## src/rtl/uart_rx_core.sv

```systemverilog
// rtl/uart_rx_core.sv - 16x oversampled UART receiver driven by the RX baud divider square waves.
module uart_rx_core #(
    parameter int DATA_BITS = 8,
    parameter int OVS       = 16
) (
    input  logic                 clk,
    input  logic                 rst,
    input  logic                 T1200,
    input  logic                 T2400,
    input  logic                 T4800,
    input  logic                 T9600,
    input  logic [1:0]           baud_sel,
    input  logic                 parity_en,
    input  logic                 parity_odd,
    input  logic                 rx,
    output logic [DATA_BITS-1:0] rx_data,
    output logic                 rx_valid,
    output logic                 parity_err,
    output logic                 frame_err,
    output logic                 busy
);

    localparam int CW = $clog2(OVS);
    localparam int BW = (DATA_BITS > 1) ? $clog2(DATA_BITS) : 1;
    localparam logic [CW-1:0] CNT_MID  = CW'(OVS / 2 - 1);
    localparam logic [CW-1:0] CNT_LAST = CW'(OVS - 1);
    localparam logic [BW-1:0] LAST_BIT = BW'(DATA_BITS - 1);

    typedef enum logic [2:0] {IDLE, START, DATA, PARITY, STOP} state_t;

    state_t               state, state_n;
    logic                 rx_s1, rx_s;
    logic [1:0]           sel_q, sel_eff;
    logic                 wave, wave_q, wave_prev, tick;
    logic [CW-1:0]        cnt;
    logic [BW-1:0]        bit_idx;
    logic [DATA_BITS-1:0] shreg;
    logic                 perr;

    // The rate is frozen for the whole frame once the start bit has been seen.
    assign sel_eff = (state == IDLE) ? baud_sel : sel_q;

    always_comb begin
        wave = T1200;
        case (sel_eff)
            2'd0:    wave = T1200;
            2'd1:    wave = T2400;
            2'd2:    wave = T4800;
            default: wave = T9600;
        endcase
    end

    assign tick = wave_q & ~wave_prev;
    assign busy = (state != IDLE);

    always_comb begin
        state_n = state;
        if (tick) begin
            case (state)
                IDLE:    if (!rx_s) state_n = START;
                START:   if (cnt == CNT_MID) state_n = rx_s ? IDLE : DATA;
                DATA:    if (cnt == CNT_LAST && bit_idx == LAST_BIT)
                             state_n = parity_en ? PARITY : STOP;
                PARITY:  if (cnt == CNT_LAST) state_n = STOP;
                STOP:    if (cnt == CNT_LAST) state_n = IDLE;
                default: state_n = IDLE;
            endcase
        end
    end

    always_ff @(posedge clk) begin
        if (rst) begin
            state      <= IDLE;
            rx_s1      <= 1'b1;
            rx_s       <= 1'b1;
            wave_q     <= 1'b1;
            wave_prev  <= 1'b1;
            sel_q      <= '0;
            cnt        <= '0;
            bit_idx    <= '0;
            shreg      <= '0;
            perr       <= 1'b0;
            rx_data    <= '0;
            rx_valid   <= 1'b0;
            parity_err <= 1'b0;
            frame_err  <= 1'b0;
        end else begin
            state     <= state_n;
            rx_s1     <= rx;
            rx_s      <= rx_s1;
            wave_q    <= wave;
            wave_prev <= wave_q;
            rx_valid  <= 1'b0;
            if (tick) begin
                case (state)
                    IDLE: begin
                        cnt     <= '0;
                        bit_idx <= '0;
                        perr    <= 1'b0;
                        if (!rx_s) sel_q <= baud_sel;
                    end
                    START: cnt <= (cnt == CNT_MID) ? '0 : cnt + 1'b1;
                    DATA: begin
                        // cnt wraps naturally, so each bit is sampled 16 ticks after the last.
                        cnt <= cnt + 1'b1;
                        if (cnt == CNT_LAST) begin
                            shreg   <= {rx_s, shreg[DATA_BITS-1:1]};
                            bit_idx <= bit_idx + 1'b1;
                        end
                    end
                    PARITY: begin
                        cnt <= cnt + 1'b1;
                        if (cnt == CNT_LAST) perr <= (^shreg) ^ rx_s ^ parity_odd;
                    end
                    STOP: begin
                        cnt <= cnt + 1'b1;
                        if (cnt == CNT_LAST) begin
                            rx_data    <= shreg;
                            frame_err  <= ~rx_s;
                            parity_err <= perr;
                            rx_valid   <= 1'b1;
                        end
                    end
                    default: cnt <= '0;
                endcase
            end
        end
    end

endmodule

```

## config.mk

```make
export PLATFORM = sky130hd
export DESIGN_NAME = uart_rx_core
export DESIGN_NICKNAME = d
export VERILOG_FILES = /design/src/rtl/uart_rx_core.sv
export SDC_FILE = /design/constraint.sdc
export NUM_CORES = 1
export LEC_CHECK = 0
export CAP_MARGIN = 0
export CORE_ASPECT_RATIO = 0.6
export CORE_MARGIN = 8
export CORE_UTILIZATION = 31
export DETAILED_ROUTE_END_ITERATION = 16
export PLACE_DENSITY_LB_ADDON = 0.15
export SYNTH_ARGS = -nofsm -noshare
export SYNTH_HDL_FRONTEND = slang
export SYNTH_SLANG_ARGS = --single-unit
```

## constraint.sdc

```tcl
create_clock -name clk -period 2.6 [get_ports clk]
set_clock_uncertainty 0.15 [all_clocks]
set_input_delay 0.78 -clock clk [delete_from_list [all_inputs] [get_ports clk]]
set_output_delay 0.78 -clock clk [all_outputs]
set_load 0.02 [all_outputs]
```

Word level (Yosys, flattened, before mapping) --
Cells that the tools add are included.
Word-level totals: output and inout port bits 12, logic and storage cells 70, bits of input ports 11, register bits 36
Operators by class: $add $sub $neg 2, bitwise gates (word level) 7, multiplexer cells 17, reduce and logical (&&, ||, !) cells 15, equality and inequality tests 15
Operator list (count):
- 3-bit 2-to-1 mux | 7
- 3-bit case mux with 5 select lines | 1
- 3-bit AND reduction | 5
- 2-bit != test (second input constant) | 6
- 4-bit case mux with 2 select lines | 1
- 8-bit parity | 1
- 3-bit by 2-bit equality test with 1-bit output (second input constant) | 2
- 3-bit equality test (second input constant) | 2
- 3-bit case mux with 2 select lines | 1
- 6-bit AND reduction | 1
- 3-bit OR reduction | 2
- 4-bit by 1-bit adder with 4-bit output (second input constant) | 1
- 4-bit by 3-bit equality test with 1-bit output (second input constant) | 1
- 4-bit equality test (second input constant) | 1
- 2-bit 2-to-1 mux | 2
- 4-bit 2-to-1 mux | 1
- 1-bit inverter | 4
- 2-bit nonzero test | 2
- 3-bit by 1-bit adder with 3-bit output (second input constant) | 1
- 3-bit by 1-bit equality test with 1-bit output (second input constant) | 1
- 3-bit zero test | 1
- 1-bit case mux with 3 select lines | 1
- 3-bit nonzero test | 1
- 2-bit by 1-bit equality test with 1-bit output (second input constant) | 1
- other kinds (7) | 9

Longest topological paths before layout --
depth after elaboration 5, depth in mapped cells 7, mapped depth without buffers 7

Worst setup path before layout --
OpenSTA, ideal clock, no wires.
path type input -> register, from input parity_odd, to register perr, library setup time 0.065 ns, slack 0.651 ns, required time 2.385 ns, path buffers 0, arrival 1.734 ns, stages on the path 5, cells stage by stage xnor2_1 xnor3_1 xnor2_1 mux2_1 nor2_1
Between the ends: longest elaborated chain between the ends 3
Ends and longest elaborated chain:
- from (decl) | line 14 | input logic parity_odd,
- 1-bit bitwise XOR | line 113 | if (cnt == CNT_LAST) perr <= (^shreg) ^ rx_s ^ parity_odd;
- 1-bit 2-to-1 mux | line 113
- 1-bit case mux with 2 select lines | line 95 | case (state)
- to (signal assigned) | line 113
- to (decl) | line 38 | logic perr;
Every way passes these cells. The select of a mux whose other input is x is not followed. A chain may end at the register's enable or synchronous reset.

Worst setup path in the final report --
from register state[0], to output busy
Between the ends: longest elaborated chain between the ends 1
Ends and longest elaborated chain:
- from (decl) | line 31 | state_t state, state_n;
- from (signal assigned) | line 88 | state <= state_n;
- 3-bit nonzero test | line 54 | assign busy = (state != IDLE);
- to (decl) | line 20 | output logic busy
Every way passes these cells.

==> key figures <==
Yosys
  – Syn Std Cell Area: 1630 sq um
  – Mapped Cells: 190
  – Post-synth top cells: dfxtp_1 (36), nand2_1 (33), a21oi_1 (19), nor2_1 (18), mux2i_1 (13)
  – Largest cells by area after synthesis: dfxtp_1 (44%), mux2i_1 (8.0%), nand2_1 (7.6%)
  – Ys async rst share: 0%
  – EDFF count, synth: 0
  – Mean post-synth cell area: 8.59 sq um
  – Seq cells post-synth: 36
  – Distinct cells, synth: 38
  – Syn nets: 204
  – Ys Warns: 0
  – Seq/Total Area, Yosys: 44.1%
  – Most frequent cell after synthesis: dfxtp_1
  – Area leader, netlist: dfxtp_1
  – Synth top area share: 44.1%
  – Most used DFF post-synth: dfxtp_1

Detailed routing
  – DR iter-0 viols: 41
  – Vias/cell: 4.54
  – Post-DR wirelength/cell: 12.4 um
  – Pre-Repair DR Iteration Count: 4
  – WL final: 3510 um
  – Antenna viol nets, final: 0
  – Vias: 1280
  – DRC viols: 0

Place
  – HPWL after DPL: 2520 um
  – GPL Wtd Cong: 0.734
  – Port-buffer cells: 22

Die
  – IO Pins: 23
  – Number of core rows: 20
  – Initial core utilization: 32.1%
  – Core area: 5080 sq um
  – Horiz. Die Dim: 110 um
  – Die Ht: 72.2 um
  – Die ar.: 7920 sq um

Run
  – Max-cap violations: 0

Power
  – P_leak: 0.806 nW
  – Worst IR Drop VDD: 0.000268 V
  – Cell area power density: 554 nW/um^2

Global route
  – Gr usage total: 9.55%
  – Vias in the first global route: 1144
  – Initial antenna violation count: 0
  – First-pass GRT wire length: 5920 um
  – Grt ovf: 0
  – Largest net degree at the start of global routing: 24

Clock tree
  – Clock transition at the registers of the reported paths: 70 ps
  – CTS buffer count: 5
  – CTS root buf: clkbuf_8
  – CTS sink cnt: 36
  – TritonCTS clock tree: built
  – Skew-Pair Late Insertion Delay: 280 ps
  – Clock Path Buffers: 2
  – Max H-tree Level: 2

Finish
  – Synthesis-to-layout area growth: 27.0%
  – Post-layout util: 40.8%
  – # diodes: 0
  – Number of fill cells in the layout: 513
  – Final #Nets: 229
  – Share of cells above drive strength 1: 11.1%

STA
  – RSZ-0062 raised after global routing: no
  – Fmax: 400 MHz
  – Slew margin rel.: 77.0%
  – Final setup fails: 0
  – Fin crit period: 2500 ps
  – Crit share post-route: 96.1%
  – Final Slew Violations: 0
  – Actual slew at the worst max-slew pin: 344 ps
  – Setup total negative slack: 0 ps
  – Final Hold Fails: 0

Critical path
  – CP peak stage delay: 540 ps
  – Worst Path Arrival: 1570 ps
  – Crit Path Max Fanout: 8
  – Startpoint types: flop
  – WP data required: 1670 ps
  – CP cell instances: nor3_4 > clkinv_1 > clkdlybuf4s50_1
  – Crit-path slowest cell: clkdlybuf4s50_1
  – Crit path from: state[0]$_SDFFE_PP0P_
  – CP Class: reg -> out
  – Crit path capture type: primary output
  – R2R Path Start: state[0]$_SDFFE_PP0P_

Worst hold path
  – Hold Crit Class: reg -> reg
  – Worst hold start: rx_s1$_SDFF_PP1_

Run status
  – Status: finished clean
## layer usage
layer	up-vias	wire length, um	track usage, %
met2	29	1190	10.8
met3	5	244	3.89
met4	0	52	4.02
met1	553	2020	14.6
li1	693	-	-
met5	-	0	0
## through the flow
step                      cells  power (mW)  worst slack (ps)  hold WS, ps  instance area, sq um
after global placement      274       0.628               170          253                  1950
final                       282        1.15               101          269                  2070
after CTS                   282        1.17              47.1          274                  2070
after global routing        282        1.20              30.8          313                  2070
after floorplan             190       0.599               651          239                  1630
after detailed placement    274       0.628               166          257                  1950
## report_power, final
group          switching (mW)  internal, mW  leakage, nW  total (mW)
registers             0.00309         0.555        0.291       0.558
clock network           0.196         0.338       0.0645       0.534
logic                  0.0250        0.0309        0.451      0.0559
## flip-flops by register name (all words and copies together), names as in the netlist
name and count:
sel_q 2, rx_s 1, wave_q 1, rx_valid 1
frame_err 1, rx_s1 1, wave_prev 1, state 3
rx_data 8, shreg 8, bit_idx 3, perr 1
parity_err 1, cnt 4
## timing repair
action | in CTS | in global routing
buffers inserted | 0 | 0
setup endpoints to repair | 0 | 1
gates resized for setup | 0 | 1
hold buffers | 0 | 0
## area by class of cell
cell class | instances | area (sq um) | area share, %
Timing Repair Buffer | 29 | 285 | 13.8
Clock buffer | 7 | 96.3 | 4.65
Multi-Input combinational cell | 139 | 842 | 40.6
Tap cell | 66 | 82.6 | 3.98
Inverter | 4 | 15.0 | 0.724
Sequential cell | 36 | 722 | 34.8
Clock inverter | 1 | 30.0 | 1.45
## cells by family after synthesis
kind of cell | count (synthesis) | share of synthesized area [%]
AOI/OAI and AO/OA | 35 | 12.4
DFF | 36 | 44.1
buffers and inverters | 15 | 4.29
muxes | 14 | 8.66
xor gates and xnor gates | 8 | 5.13
and+or+nand+nor | 79 | 23.1
adders and majority gates | 3 | 2.30
## worst max-delay path, delay by kind of cell (launching register included)
kind	cells	cell delay, ps
and+or+nand+nor	1	230
buffers and inverters	2	640
DFF	1	410
## path summary, 6_finish.rpt
kind                       end  slack (ps)  cells past startpoint
max                       busy         100                      3
min            rx_s$_SDFF_PP1_         270                      1
min reg2reg    rx_s$_SDFF_PP1_         270                      1
max reg2reg  wave_q$_SDFF_PP1_         670                      6
## cells in the final DEF, fill, tap and decap left out, types with 4 or more instances in the layout
| cell | synthesis | final |
|---|---|---|
| nor2_1 | 18 | 18 |
| a21oi_1 | 19 | 19 |
| buf_4 | 0 | 6 |
| clkbuf_8 | 0 | 7 |
| o21ai_0 | 5 | 5 |
| xnor2_1 | 6 | 6 |
| nand3_1 | 8 | 8 |
| mux2i_1 | 13 | 13 |
| clkdlybuf4s50_1 | 0 | 22 |
| nand2_1 | 33 | 33 |
| or3_1 | 4 | 4 |
| dfxtp_1 | 36 | 35 |
(Power assumes the default switching activity.)
